## src/rtl/uart_rx.sv

```systemverilog
`default_nettype none
// ============================================================================
// Module   : uart_rx
// Purpose  : UART 8N1 receiver. Oversamples the asynchronous rx line on the
//            system clock, qualifies the start bit at mid-bit, shifts in
//            8 data bits LSB first and checks the stop bit. Pairs with
//            uart_tx at the far end of the link and uses the same 3-bit
//            baud selector and bit timing (bit period = div+1 clocks).
//
// Ports    : clk        system clock
//            rst        asynchronous active-high reset
//            rx         serial line, idle high, asynchronous to clk
//            bps[2:0]   baud select (000..100; 101..111 fall back to 000)
//            data[7:0]  last correctly framed byte
//            valid      one-cycle pulse, data updated this cycle
//            frame_err  one-cycle pulse, stop bit sampled low
//            busy       high whenever the receiver is not idle
//
// Options  : UART_RX_MAJORITY_EN - when defined, every bit decision is the
//            2-of-3 majority of the synchronised line around the bit centre,
//            taken one cycle after the nominal sample point.
//
// Revision : 1.0 - initial release
// ============================================================================

module uart_rx #(
    parameter int SYNC_STAGES = 2,
    parameter int BPS0_DIV    = 5208,
    parameter int BPS1_DIV    = 2603,
    parameter int BPS2_DIV    = 1301,
    parameter int BPS3_DIV    = 867,
    parameter int BPS4_DIV    = 433
) (
    input  logic       clk,
    input  logic       rst,
    input  logic       rx,
    input  logic [2:0] bps,
    output logic [7:0] data,
    output logic       valid,
    output logic       frame_err,
    output logic       busy
);

    // ------------------------------------------------------------------------
    // Constants
    // ------------------------------------------------------------------------
    // A synchroniser shorter than two flops gives no metastability margin.
    localparam int c_SYNC_N = (SYNC_STAGES < 2) ? 2 : SYNC_STAGES;

    // Counter is sized for the slowest configured rate.
    localparam int c_MAX_01  = (BPS0_DIV > BPS1_DIV) ? BPS0_DIV : BPS1_DIV;
    localparam int c_MAX_23  = (BPS2_DIV > BPS3_DIV) ? BPS2_DIV : BPS3_DIV;
    localparam int c_MAX_03  = (c_MAX_01 > c_MAX_23) ? c_MAX_01 : c_MAX_23;
    localparam int c_MAX_DIV = (c_MAX_03 > BPS4_DIV) ? c_MAX_03 : BPS4_DIV;
    localparam int c_CNT_W   = (c_MAX_DIV < 2) ? 1 : $clog2(c_MAX_DIV + 1);

    localparam logic [c_CNT_W-1:0] c_DIV0    = c_CNT_W'(BPS0_DIV);
    localparam logic [c_CNT_W-1:0] c_DIV1    = c_CNT_W'(BPS1_DIV);
    localparam logic [c_CNT_W-1:0] c_DIV2    = c_CNT_W'(BPS2_DIV);
    localparam logic [c_CNT_W-1:0] c_DIV3    = c_CNT_W'(BPS3_DIV);
    localparam logic [c_CNT_W-1:0] c_DIV4    = c_CNT_W'(BPS4_DIV);
    localparam logic [c_CNT_W-1:0] c_CNT_ONE = c_CNT_W'(1);

    // State encoding
    localparam logic [2:0] c_ST_IDLE      = 3'd0;
    localparam logic [2:0] c_ST_START     = 3'd1;
    localparam logic [2:0] c_ST_DATA      = 3'd2;
    localparam logic [2:0] c_ST_STOP      = 3'd3;
    localparam logic [2:0] c_ST_WAIT_HIGH = 3'd4;

    // ------------------------------------------------------------------------
    // Input synchroniser. Preset to 1 so the line looks idle out of reset and
    // the first edge after reset cannot be mistaken for a start bit.
    // ------------------------------------------------------------------------
    logic [c_SYNC_N-1:0] r_sync;
    logic                w_rx_s;

    always_ff @(posedge clk or posedge rst) begin
        if (rst) begin
            r_sync <= '1;
        end else begin
            r_sync <= {r_sync[c_SYNC_N-2:0], rx};
        end
    end

    assign w_rx_s = r_sync[c_SYNC_N-1];

    // ------------------------------------------------------------------------
    // Bit decision path.
    //   w_line      : line level seen by the edge detector / break wait
    //   w_line_prev : w_line one cycle earlier
    //   w_bit       : value used at each sample point
    // ------------------------------------------------------------------------
    logic w_line;
    logic w_line_prev;
    logic w_bit;

`ifdef UART_RX_MAJORITY_EN
    // r_hist[0] = rx_s one cycle ago, r_hist[1] = two cycles ago. Running the
    // whole FSM on the delayed line shifts every sample point by one cycle,
    // so the vote covers the nominal centre sample and both neighbours.
    logic [1:0] r_hist;

    always_ff @(posedge clk or posedge rst) begin
        if (rst) begin
            r_hist <= 2'b11;
        end else begin
            r_hist <= {r_hist[0], w_rx_s};
        end
    end

    assign w_line      = r_hist[0];
    assign w_line_prev = r_hist[1];
    assign w_bit       = (r_hist[1] & r_hist[0]) |
                         (r_hist[1] & w_rx_s)    |
                         (r_hist[0] & w_rx_s);
`else
    logic r_rx_prev;

    always_ff @(posedge clk or posedge rst) begin
        if (rst) begin
            r_rx_prev <= 1'b1;
        end else begin
            r_rx_prev <= w_rx_s;
        end
    end

    assign w_line      = w_rx_s;
    assign w_line_prev = r_rx_prev;
    assign w_bit       = w_rx_s;
`endif

    logic w_start_edge;
    assign w_start_edge = w_line_prev & ~w_line;

    // ------------------------------------------------------------------------
    // Baud selector decode (unused codes fall back to the slowest rate)
    // ------------------------------------------------------------------------
    logic [c_CNT_W-1:0] w_div_sel;

    always_comb begin
        w_div_sel = c_DIV0;
        case (bps)
            3'b000:  w_div_sel = c_DIV0;
            3'b001:  w_div_sel = c_DIV1;
            3'b010:  w_div_sel = c_DIV2;
            3'b011:  w_div_sel = c_DIV3;
            3'b100:  w_div_sel = c_DIV4;
            default: w_div_sel = c_DIV0;
        endcase
    end

    // ------------------------------------------------------------------------
    // Receiver state and datapath registers
    // ------------------------------------------------------------------------
    logic [2:0]         r_state;
    logic [c_CNT_W-1:0] r_cnt;
    logic [c_CNT_W-1:0] r_div;
    logic [2:0]         r_idx;
    logic [7:0]         r_shift;
    logic [7:0]         r_data;
    logic               r_valid;
    logic               r_ferr;

    logic [2:0]         w_state_nxt;
    logic [c_CNT_W-1:0] w_cnt_nxt;
    logic [c_CNT_W-1:0] w_div_nxt;
    logic [2:0]         w_idx_nxt;
    logic [7:0]         w_shift_nxt;
    logic [7:0]         w_data_nxt;
    logic               w_valid_nxt;
    logic               w_ferr_nxt;
    logic [c_CNT_W-1:0] w_half;

    assign w_half = r_div >> 1;

    always_ff @(posedge clk or posedge rst) begin
        if (rst) begin
            r_state <= c_ST_IDLE;
            r_cnt   <= '0;
            r_div   <= c_DIV0;
            r_idx   <= 3'd0;
            r_shift <= 8'h00;
            r_data  <= 8'h00;
            r_valid <= 1'b0;
            r_ferr  <= 1'b0;
        end else begin
            r_state <= w_state_nxt;
            r_cnt   <= w_cnt_nxt;
            r_div   <= w_div_nxt;
            r_idx   <= w_idx_nxt;
            r_shift <= w_shift_nxt;
            r_data  <= w_data_nxt;
            r_valid <= w_valid_nxt;
            r_ferr  <= w_ferr_nxt;
        end
    end

    always_comb begin
        w_state_nxt = r_state;
        w_cnt_nxt   = r_cnt + c_CNT_ONE;
        w_div_nxt   = r_div;
        w_idx_nxt   = r_idx;
        w_shift_nxt = r_shift;
        w_data_nxt  = r_data;
        w_valid_nxt = 1'b0;
        w_ferr_nxt  = 1'b0;

        case (r_state)
            c_ST_IDLE: begin
                w_cnt_nxt = '0;
                if (w_start_edge) begin
                    // Rate is frozen for the whole frame.
                    w_div_nxt   = w_div_sel;
                    w_state_nxt = c_ST_START;
                end
            end

            c_ST_START: begin
                if (r_cnt == w_half) begin
                    w_cnt_nxt = '0;
                    if (!w_bit) begin
                        w_idx_nxt   = 3'd0;
                        w_state_nxt = c_ST_DATA;
                    end else begin
                        // Line went back high before mid-bit: a glitch.
                        w_state_nxt = c_ST_IDLE;
                    end
                end
            end

            c_ST_DATA: begin
                // Counting from the start-bit centre, cnt==div lands on the
                // centre of each following bit.
                if (r_cnt == r_div) begin
                    w_cnt_nxt   = '0;
                    w_shift_nxt = {w_bit, r_shift[7:1]};
                    if (r_idx == 3'd7) begin
                        w_idx_nxt   = 3'd0;
                        w_state_nxt = c_ST_STOP;
                    end else begin
                        w_idx_nxt = r_idx + 3'd1;
                    end
                end
            end

            c_ST_STOP: begin
                if (r_cnt == r_div) begin
                    w_cnt_nxt = '0;
                    if (w_bit) begin
                        // Back to idle at the stop centre so a start bit
                        // right behind this stop bit is still seen.
                        w_data_nxt  = r_shift;
                        w_valid_nxt = 1'b1;
                        w_state_nxt = c_ST_IDLE;
                    end else begin
                        w_ferr_nxt  = 1'b1;
                        w_state_nxt = c_ST_WAIT_HIGH;
                    end
                end
            end

            c_ST_WAIT_HIGH: begin
                // Absorb a break: one error report, then wait for idle.
                w_cnt_nxt = '0;
                if (w_line) begin
                    w_state_nxt = c_ST_IDLE;
                end
            end

            default: begin
                w_cnt_nxt   = '0;
                w_state_nxt = c_ST_IDLE;
            end
        endcase
    end

    // ------------------------------------------------------------------------
    // Outputs
    // ------------------------------------------------------------------------
    assign data      = r_data;
    assign valid     = r_valid;
    assign frame_err = r_ferr;
    assign busy      = (r_state != c_ST_IDLE);

endmodule

`default_nettype wire

```

## config.mk

```make
export PLATFORM = sky130hd
export DESIGN_NAME = uart_rx
export DESIGN_NICKNAME = d
export VERILOG_FILES = /design/src/rtl/uart_rx.sv
export SDC_FILE = /design/constraint.sdc
export NUM_CORES = 1
export LEC_CHECK = 0
export BUFFER_PORTS_ARGS = -buffer_cell sky130_fd_sc_hd__buf_2
export CAP_MARGIN = 20
export CORE_ASPECT_RATIO = 1.1
export CORE_MARGIN = 5
export CORE_UTILIZATION = 55
export CTS_BUF_LIST = sky130_fd_sc_hd__clkbuf_2 sky130_fd_sc_hd__clkbuf_4 sky130_fd_sc_hd__clkbuf_8
export CTS_CLUSTER_DIAMETER = 60
export CTS_CLUSTER_SIZE = 20
export DETAILED_ROUTE_END_ITERATION = 8
export HOLD_SLACK_MARGIN = 0.05
export PLACE_DENSITY = 0.73
export RECOVER_POWER = 25
export SYNTH_ARGS = -nofsm -noshare
export SYNTH_HDL_FRONTEND = slang
export SYNTH_SLANG_ARGS = --single-unit
```

## constraint.sdc

```tcl
create_clock -name clk -period 3.8 [get_ports clk]
set_input_delay 0 -clock clk [delete_from_list [all_inputs] [get_ports clk]]
set_output_delay 0 -clock clk [all_outputs]
set_load 0.005 [all_outputs]
```

==> results by group, run 1 <==
Floorplanning
  • Number of cell rows: 26
  • # IOs: 17
  • Die H: 83.54 um
  • Core region area: 4717 um2
  • Width of the chip: 76.85 um
  • Die footprint: 6420 um2
  • Initial Util: 57.32%

Clock network
  • Longest Clk Path Bufs: 2
  • Clock Latency Late Sink: 0.30 ns
  • Htree depth: 2
  • Clk sinks: 52
  • CTS tree: done
  • Clock transition at path regs: 0.09 ns
  • CTS Root Cell: clkbuf_8
  • PostCTS Resize Cnt: 0
  • CTS Buf Count: 5
  • Post CTS Setup Buffer Count: 0

Global routing
  • GRT Total Usage: 16.98%
  • Gr ovfl total: 0
  • Largest net degree at the start of global routing: 53
  • Vias in the first global route: 1789
  • Initial antenna violation count: 0
  • First-pass GRT wire length: 8.818 mm

Critical path
  • Critical path startpoint category: input pin
  • Max FO, Critical Path: 33
  • Critical Path AT: 2.47 ns
  • FF-to-FF setup slack: 1.43 ns
  • CP startpoint: rst
  • Crit Path Class: input pin to asynchronous set/reset pin
  • Worst EP required: 3.90 ns
  • Setup crit end kind: asynchronous set/reset pin
  • Register-to-Register Path Depth: 5
  • R2r endpoint: r_cnt[11]
  • Worst r2r src: r_div[6]
  • Critical Path End: r_state[0]

Power
  • Logic pwr share: 22.7%
  • Leakage: 1.259 nW
  • P_int: 1.099 mW
  • Clk pwr share: 27.8%
  • Total chip power: 1.596 mW
  • Peak supply drop: 0.0003338 V
  • Sw Share: 31.12%
  • Share of power burned in registers: 49.5%
  • Switch Pwr: 496.5 uW
  • Pwr Density: 545.0 nW/um2

STA
  • Final hold vios: 0
  • Max Freq: 421.5 MHz
  • Skew final: 0.01237 ns
  • Setup_tns: 0 ns
  • Tmin final: 2.372 ns
  • Worst-margin pin slew: 1.703 ns
  • Period utilisation layout: 62.43%
  • Setup-failing EPs final: 0
  • RSZ-0062 raised after global routing: false
  • Relative slew slack: -13.51%
  • Final worst slack: 1.428 ns
  • Final slew viol count: 34

Logic synthesis
  • Post-Syn Area: 2704 um2
  • Synth Register Bits: 52
  • Sequential area share after synthesis: 48.50%
  • Async S/R FF share, synth: 100.0%
  • Synth Area per Inst: 10.99 um2
  • Top FF cell, synth: dfrtp_1
  • Number of enable flip-flop cells after synthesis: 0
  • Synthesized instance count: 246
  • Synthesized Nets: 255
  • Synth unique cells: 44
  • Synth warnings: 0

Run
  • MaxCap Viol Count: 1

Final layout
  • Commonest non-fill, non-tap cells in the layout: dfrtp_1, xnor2_1, nand2_1
  • Antenna Cells: 0
  • Synth-to-layout area growth: 8.283%
  • Nets: 267
  • Commonest non-fill, non-tap cell in the layout: dfrtp_1
  • Fraction of layout cells with a size suffix above 1: 21.24%
  • Final Instance Area: 2928 um2
  • Utilization after layout: 62.07%

Route
  • First-iteration detailed-routing DRC count: 142
  • Remaining DRCs: 0
  • Antenna-violating nets left: 0
  • Post-DR wirelength/cell: 15.70 um
  • Routed WL: 4.945 mm
  • Vias per cell: 5.530
  • Pre-antenna DRT Iters: 4
  • Vias post-DR: 1742

Outcome
  • Failing checks: capacitance limit, slew limit
  • Status: complete, but fails checks

Place
  • Final Wtd Congestion: 0.8897
  • Port bufs: 16
  • Worst slack, placed: 1.430 ns
  • DP Wirelength: 3.371 mm
  • Cell Area, Placed: 2739 um2

Min path
  • Hold crit path type: input pin to asynchronous set/reset pin
## synthesized netlist by cell type (all sizes together), types with 2 or more instances
master / instances / share of area [%]
a211oi: 11 / 3.1
a21oi: 4 / 0.74
and3: 3 / 0.69
buf: 11 / 3.1
clkbuf: 6 / 1.2
dfrtp: 44 / 41
dfstp: 8 / 7.8
ha: 3 / 1.4
inv: 13 / 1.8
mux2: 16 / 6.7
nand2: 18 / 2.5
nand2b: 7 / 1.6
nand3: 9 / 2.0
nand4: 7 / 2.1
nor2: 11 / 1.5
nor2b: 2 / 0.46
nor3: 5 / 0.93
nor4: 3 / 1.2
o21a: 2 / 0.56
o21ai: 10 / 1.9
o41a: 2 / 0.83
or3: 3 / 0.69
xnor2: 30 / 11
xor2: 5 / 1.6
## per-layer routing
| layer | vias to the layer above | part of all wire [%] | GRT usage [%] |
|---|---|---|---|
| met5 | - | 0 | 0 |
| met4 | 0 | 2.3 | 6.041 |
| met3 | 12 | 4.9 | 3.996 |
| met2 | 34 | 49 | 26.41 |
| met1 | 824 | 44 | 23.06 |
| li1 | 872 | - | - |
## through the flow
stage | hold slack, ns | cells
global placement | 0.1053 | 301
CTS | 0.3274 | 314
detailed placement | 0.1062 | 301
floorplan | 0.004478 | 246
finish | 0.3426 | 315
global route | 0.3550 | 315
## repair_timing
action / in CTS / in global routing
hold endpoints to repair: 50 / 0
hold buffers: 5 / 0
endpoints found under the setup margin: 0 / 0
## worst min path at each step
stage / start / to / slack [ns] / cells past startpoint
floorplan: rx / r_sync[0] / 0.004 / 0
global route: rx / r_sync[0] / 0.36 / 2
detailed placement: rx / r_sync[0] / 0.11 / 1
CTS: rx / r_sync[0] / 0.33 / 2
global placement: rx / r_sync[0] / 0.11 / 1
finish: rst / data[1] / 0.34 / 3
## cells by family (layout without fill, tap and decap cells)
logic type                 after synthesis  in the layout  share of synthesized area (%)
and+or+nand+nor                         70             70                          14.30
DFF                                     52             52                          48.50
AOI/OAI and AO/OA                       40             40                          10.64
xor gates and xnor gates                35             35                          12.45
buffers and inverters                   30             43                          6.062
muxes                                   16             16                          6.663
adders and majority gates                3              3                          1.388
## state kept, by name (all words and copies together), names as in the netlist
| register | flops |
|---|---|
| r_cnt | 13 |
| r_div | 12 |
| data | 8 |
| r_shift | 8 |
| r_idx | 3 |
| r_state | 3 |
| r_sync | 2 |
| frame_err | 1 |
| r_rx_prev | 1 |
| valid | 1 |
## power by group through the flow
stage	Clock, mW	Sequential (mW)	Combinational (mW)
finish	0.444	0.789	0.362
CTS	0.455	0.790	0.363
global route	0.483	0.803	0.411
global placement	0	0.797	0.345
detailed placement	0	0.799	0.353
floorplan	0	0.730	0.347
## critical path: stages
cell	delay [ns]
dlygate4sd3_1	0.53
buf_2	0.12
inv_1	0.51
clkbuf_1	1.29
## area by class of cell
type                    instances  area (um2)
clock buffers                   5       68.82
clock inverters                 3       68.82
fillers                       373        1789
inverters                      13       48.80
multi-input cells             164        1229
flip-flops and latches         52        1311
well taps                      56       70.07
repair buffers                 22       131.4
No activity file was read; power rests on OpenSTA's default activity.
==> run 2: changes to the inputs <==
--- a/config.mk
+++ b/config.mk
@@ -5,6 +5,7 @@
 export SDC_FILE = /design/constraint.sdc
 export NUM_CORES = 1
 export LEC_CHECK = 0
+export ABC_AREA = 1
 export BUFFER_PORTS_ARGS = -buffer_cell sky130_fd_sc_hd__buf_2
 export CAP_MARGIN = 20
 export CORE_ASPECT_RATIO = 1.1
==> constraint.sdc (replaced) <==
create_clock -name clk -period 2.25 [get_ports clk]
set_input_delay 0 -clock clk [delete_from_list [all_inputs] [get_ports clk]]
set_output_delay 0 -clock clk [all_outputs]
set_load 0.005 [all_outputs]
==> run 2 against run 1 <==
The run now ends clean. Cell area is 4.4% higher. Hold slack got worse by 0.27 ns. Synthesized cell count up 47%. Largest power group unchanged. Sequential power rose by 63%. Clock skew shrank 0.0070 ns. Flip-flop and latch count unchanged. Global-route usage is 2.7 points higher. Highest routed layer unchanged. Critical endpoint is now r_cnt[6]. Routed wire length increased by 18%. Clock-buffer cell count rose by 1. Register-to-register slack worse by 1.1 ns. Via count increased by 28%. Worst setup slack worse by 1.1 ns.
==> results by group, run 2 <==
Final layout
  • FF/Latch Area: 1311 um2 (unchanged)
  • Area of the multi-input gates: 1205 um2 (-1.9%)
  • Fraction of layout cells with a size suffix above 1: 16.80% (-4.4 points)
  • Layout filler cell count: 457 (+23%)
  • Commonest non-fill, non-tap cells in the layout: nand2_1, inv_1, dfrtp_1
  • Top Registers: r_cnt: 13 flops, r_div: 12 flops
  • Nets: 395 (+48%)
  • Synth-to-layout area growth: 10.84%
  • Finished Layout Cells: 445 (+41%)
  • Max reg flops: 13 (unchanged)
  • Commonest non-fill, non-tap cell in the layout: nand2_1
  • Register bank with the most flops: r_cnt
  • Antenna Cells: 0 (unchanged)

Place
  • Port bufs: 16 (unchanged)
  • Final Wtd Congestion: 0.8867 (-0.34%)
  • DP Wirelength: 4.358 mm (+29%)
  • Dpl cells: 434 (+44%)

Global routing
  • First-pass GRT wire length: 10.41 mm (+18%)
  • Gr ovfl total: 0 (unchanged)
  • Vias in the first global route: 2314 (+29%)
  • Initial antenna violation count: 0 (unchanged)
  • Largest net degree at the start of global routing: 30 (-43%)
  • GRT Total Usage: 19.68% (+2.7 points)

Power
  • Logic pwr share: 34.8% (+12 points)
  • Peak supply drop: 0.0005815 V (+74%)
  • P_int: 1.877 mW (+71%)
  • Pwr Density: 996.0 nW/um2 (+83%)
  • Sw Share: 38.35% (+7.2 points)
  • Share of power burned in registers: 42.5% (-7.0 points)
  • Clk pwr share: 22.7% (-5.1 points)
  • Leakage: 1.620 nW (+29%)
  • Switch Pwr: 1.168 mW (+140%)

Critical path
  • Crit Path Class: flop to flop
  • Register-to-Register Path Depth: 11 (+6)
  • CP startpoint: r_div[4]
  • Worst EP required: 2.44 ns (-1.46 ns)
  • Max FO, Critical Path: 12 (-64%)
  • FF-to-FF setup slack: 0.33 ns (-1.10 ns)
  • R2r endpoint: r_cnt[6]
  • Critical path startpoint category: flop
  • Worst r2r src: r_div[4]
  • Critical Path AT: 2.11 ns (-0.36 ns)
  • Setup crit end kind: flop

Min path
  • WHS Path Cells: 4
  • Hold crit path type: input pin to flop
  • Hold path endpoint: r_div[9]
  • Hold path startpoint: bps[2]

Clock network
  • Clock transition at path regs: 0.10 ns (about the same)
  • Clock Latency Late Sink: 0.31 ns (about the same)
  • CTS Buf Count: 5 (unchanged)
  • Cts hold-fix bufs: 3 (-2)
  • Htree depth: 2 (unchanged)
  • Longest Clk Path Bufs: 2 (unchanged)
  • Post CTS Setup Buffer Count: 0 (unchanged)
  • PostCTS Resize Cnt: 0 (unchanged)
  • Clk sinks: 52 (unchanged)
  • CTS tree: done
  • CTS Root Cell: clkbuf_8

Route
  • Top Layer Used: met4
  • First-iteration detailed-routing DRC count: 128 (-9.9%)
  • Vias post-DR: 2225 (+28%)
  • Antenna-violating nets left: 0 (unchanged)
  • Metal2 WL: 2.927 mm (+22%)
  • Vias per cell: 5.000 (-9.6%)
  • Routed WL: 5.812 mm (+18%)
  • M1 wire length: 2.580 mm (+18%)
  • Pre-antenna DRT Iters: 4 (unchanged)
  • Met3 WL: 146 um (-39%)
  • Remaining DRCs: 0 (unchanged)
  • Post-DR wirelength/cell: 13.06 um (-17%)

Logic synthesis
  • Number of enable flip-flop cells after synthesis: 0 (unchanged)
  • Largest family of logic cells by synthesized area: simple AND/OR/NAND/NOR gates
  • Post-Syn Area: 2758 um2 (+2.0%)
  • Mux contribution to synthesized area: 0% (-6.7 points)
  • Synthesized instance count: 361 (+47%)
  • Top FF cell, synth: dfrtp_1
  • Post-synthesis simple-gate area fraction: 32.03% (+18 points)
  • Synth warnings: 0 (unchanged)
  • Synth Area per Inst: 7.639 um2 (-31%)
  • Yosys top cell by area: dfrtp_1
  • Sequential area share after synthesis: 47.55% (-0.95 points)
  • Synth Register Bits: 52 (unchanged)
  • XOR/XNOR Fraction of Synth Area: 4.129% (-8.3 points)
  • Post-Synth Adder-Cell Area: 1.361% (-0.027 points)
  • Synth top area cells: dfrtp_1, nand2_1, dfstp_2
  • Top cells by count, synth: nand2_1, inv_1, dfrtp_1
  • Compound-Gate Fraction of Synth Area: 6.171% (-4.5 points)
  • Synthesized Nets: 370 (+45%)
  • Count leader, synth: nand2_1
  • Synth unique cells: 31 (-30%)
  • Share of the synthesized area in the top cell type: 39.93% (-0.79 points)
  • Async S/R FF share, synth: 100.0% (unchanged)

STA
  • Period utilisation layout: 85.40%
  • Relative slew slack: 42.69% (+56 points)
  • Setup_tns: 0 ns (unchanged)
  • Final slew viol count: 0 (-100%)
  • Setup-failing EPs final: 0 (unchanged)
  • Skew final: 0.005371 ns (-0.006998 ns)
  • Final hold vios: 0 (unchanged)
  • Worst-margin pin slew: 0.8587 ns (-0.8440 ns)
  • WHS: 0.06834 ns (-0.2743 ns)
  • Tmin final: 1.922 ns
  • RSZ-0062 raised after global routing: false
  • Max Freq: 520.4 MHz

Floorplanning
  • Die H: 84.27 um (+0.87%)
  • Core region area: 4932 um2 (+4.6%)
  • Die footprint: 6532 um2 (+1.7%)
  • Width of the chip: 77.52 um (+0.87%)
  • # IOs: 17 (unchanged)
  • Number of cell rows: 27 (+3.8%)
  • Initial Util: 55.91% (-1.4 points)

Run
  • MaxCap Viol Count: 0 (-1)

Outcome
  • Status: finished clean
[run 2: changes by cell type after synthesis, sizes merged, moves of 7 or more]
cell and delta:
nand2 +114, xnor2 -24, buf -8, inv +43
mux2 -16, a211oi -11, nor2 +36, o21ai +8
nand2b -7
[run 2: power groups by stage]
| stage | Sequential (mW) | Combinational, mW | Clock [mW] |
|---|---|---|---|
| finish | 1.29 | 1.06 | 0.690 |
| global route | 1.32 | 1.22 | 0.741 |
| CTS | 1.29 | 1.06 | 0.694 |
| detailed placement | 1.31 | 1.05 | 0 |
| global placement | 1.31 | 1.03 | 0 |
| floorplan | 1.27 | 0.869 | 0 |
[run 2: layer usage]
layer	up-vias	GRT usage, %
met5	-	0
met4	0	9.063
met3	12	3.326
met2	34	33.46
met1	1036	24.21
li1	1143	-
[run 2: how the worst max path moves through the flow]
stage | to | slack, ns | cells after the start
floorplan | r_cnt[8] | 0.60 | 12
global placement | r_cnt[6] | 0.40 | 11
detailed placement | r_cnt[6] | 0.35 | 11
CTS | r_cnt[6] | 0.34 | 11
global route | r_cnt[6] | 0.12 | 11
finish | r_cnt[6] | 0.33 | 11
[run 2: logic make-up (layout without fill, tap and decap cells)]
| family | count (synthesis) | in the layout |
|---|---|---|
| buffers and inverters | 61 | 87 |
| xor gates and xnor gates | 13 | 13 |
| AOI/OAI and AO/OA | 30 | 30 |
| and+or+nand+nor | 202 | 202 |
| adders and majority gates | 3 | 3 |
| DFF | 52 | 52 |
[run 2: per-stage QoR]
| stage | area [um2] | power (mW) | setup WS, ns | utilization [%] |
|---|---|---|---|---|
| global placement | 2905 | 2.335 | 0.4036 | 58.90 |
| CTS | 3057 | 3.046 | 0.3396 | 61.97 |
| global route | 3057 | 3.280 | 0.1151 | 61.97 |
| finish | 3057 | 3.045 | 0.3284 | 61.97 |
| floorplan | 2758 | 2.135 | 0.5983 | - |
| detailed placement | 2905 | 2.359 | 0.3509 | 58.90 |
[run 2: worst max-delay path: stages (launching register included)]
cell and delay [ns]:
dfstp_2 0.55, inv_1 0.06, nand2_1 0.08, nand2_1 0.05, nor2_1 0.15, nand2_1 0.07
nor2_1 0.08, nand2_1 0.07, nand2_1 0.13, nand2_4 0.08, a21oi_4 0.40, nor2_1 0.08
[run 2: area by class of cell]
type	count	share of cell area [%]
multi-input combinational	248	39.42
clock buffer	6	2.702
clock inverter	2	1.269
timing repair buffer	22	4.339
inverter	57	7.000
sequential	52	42.90
tap	58	2.374
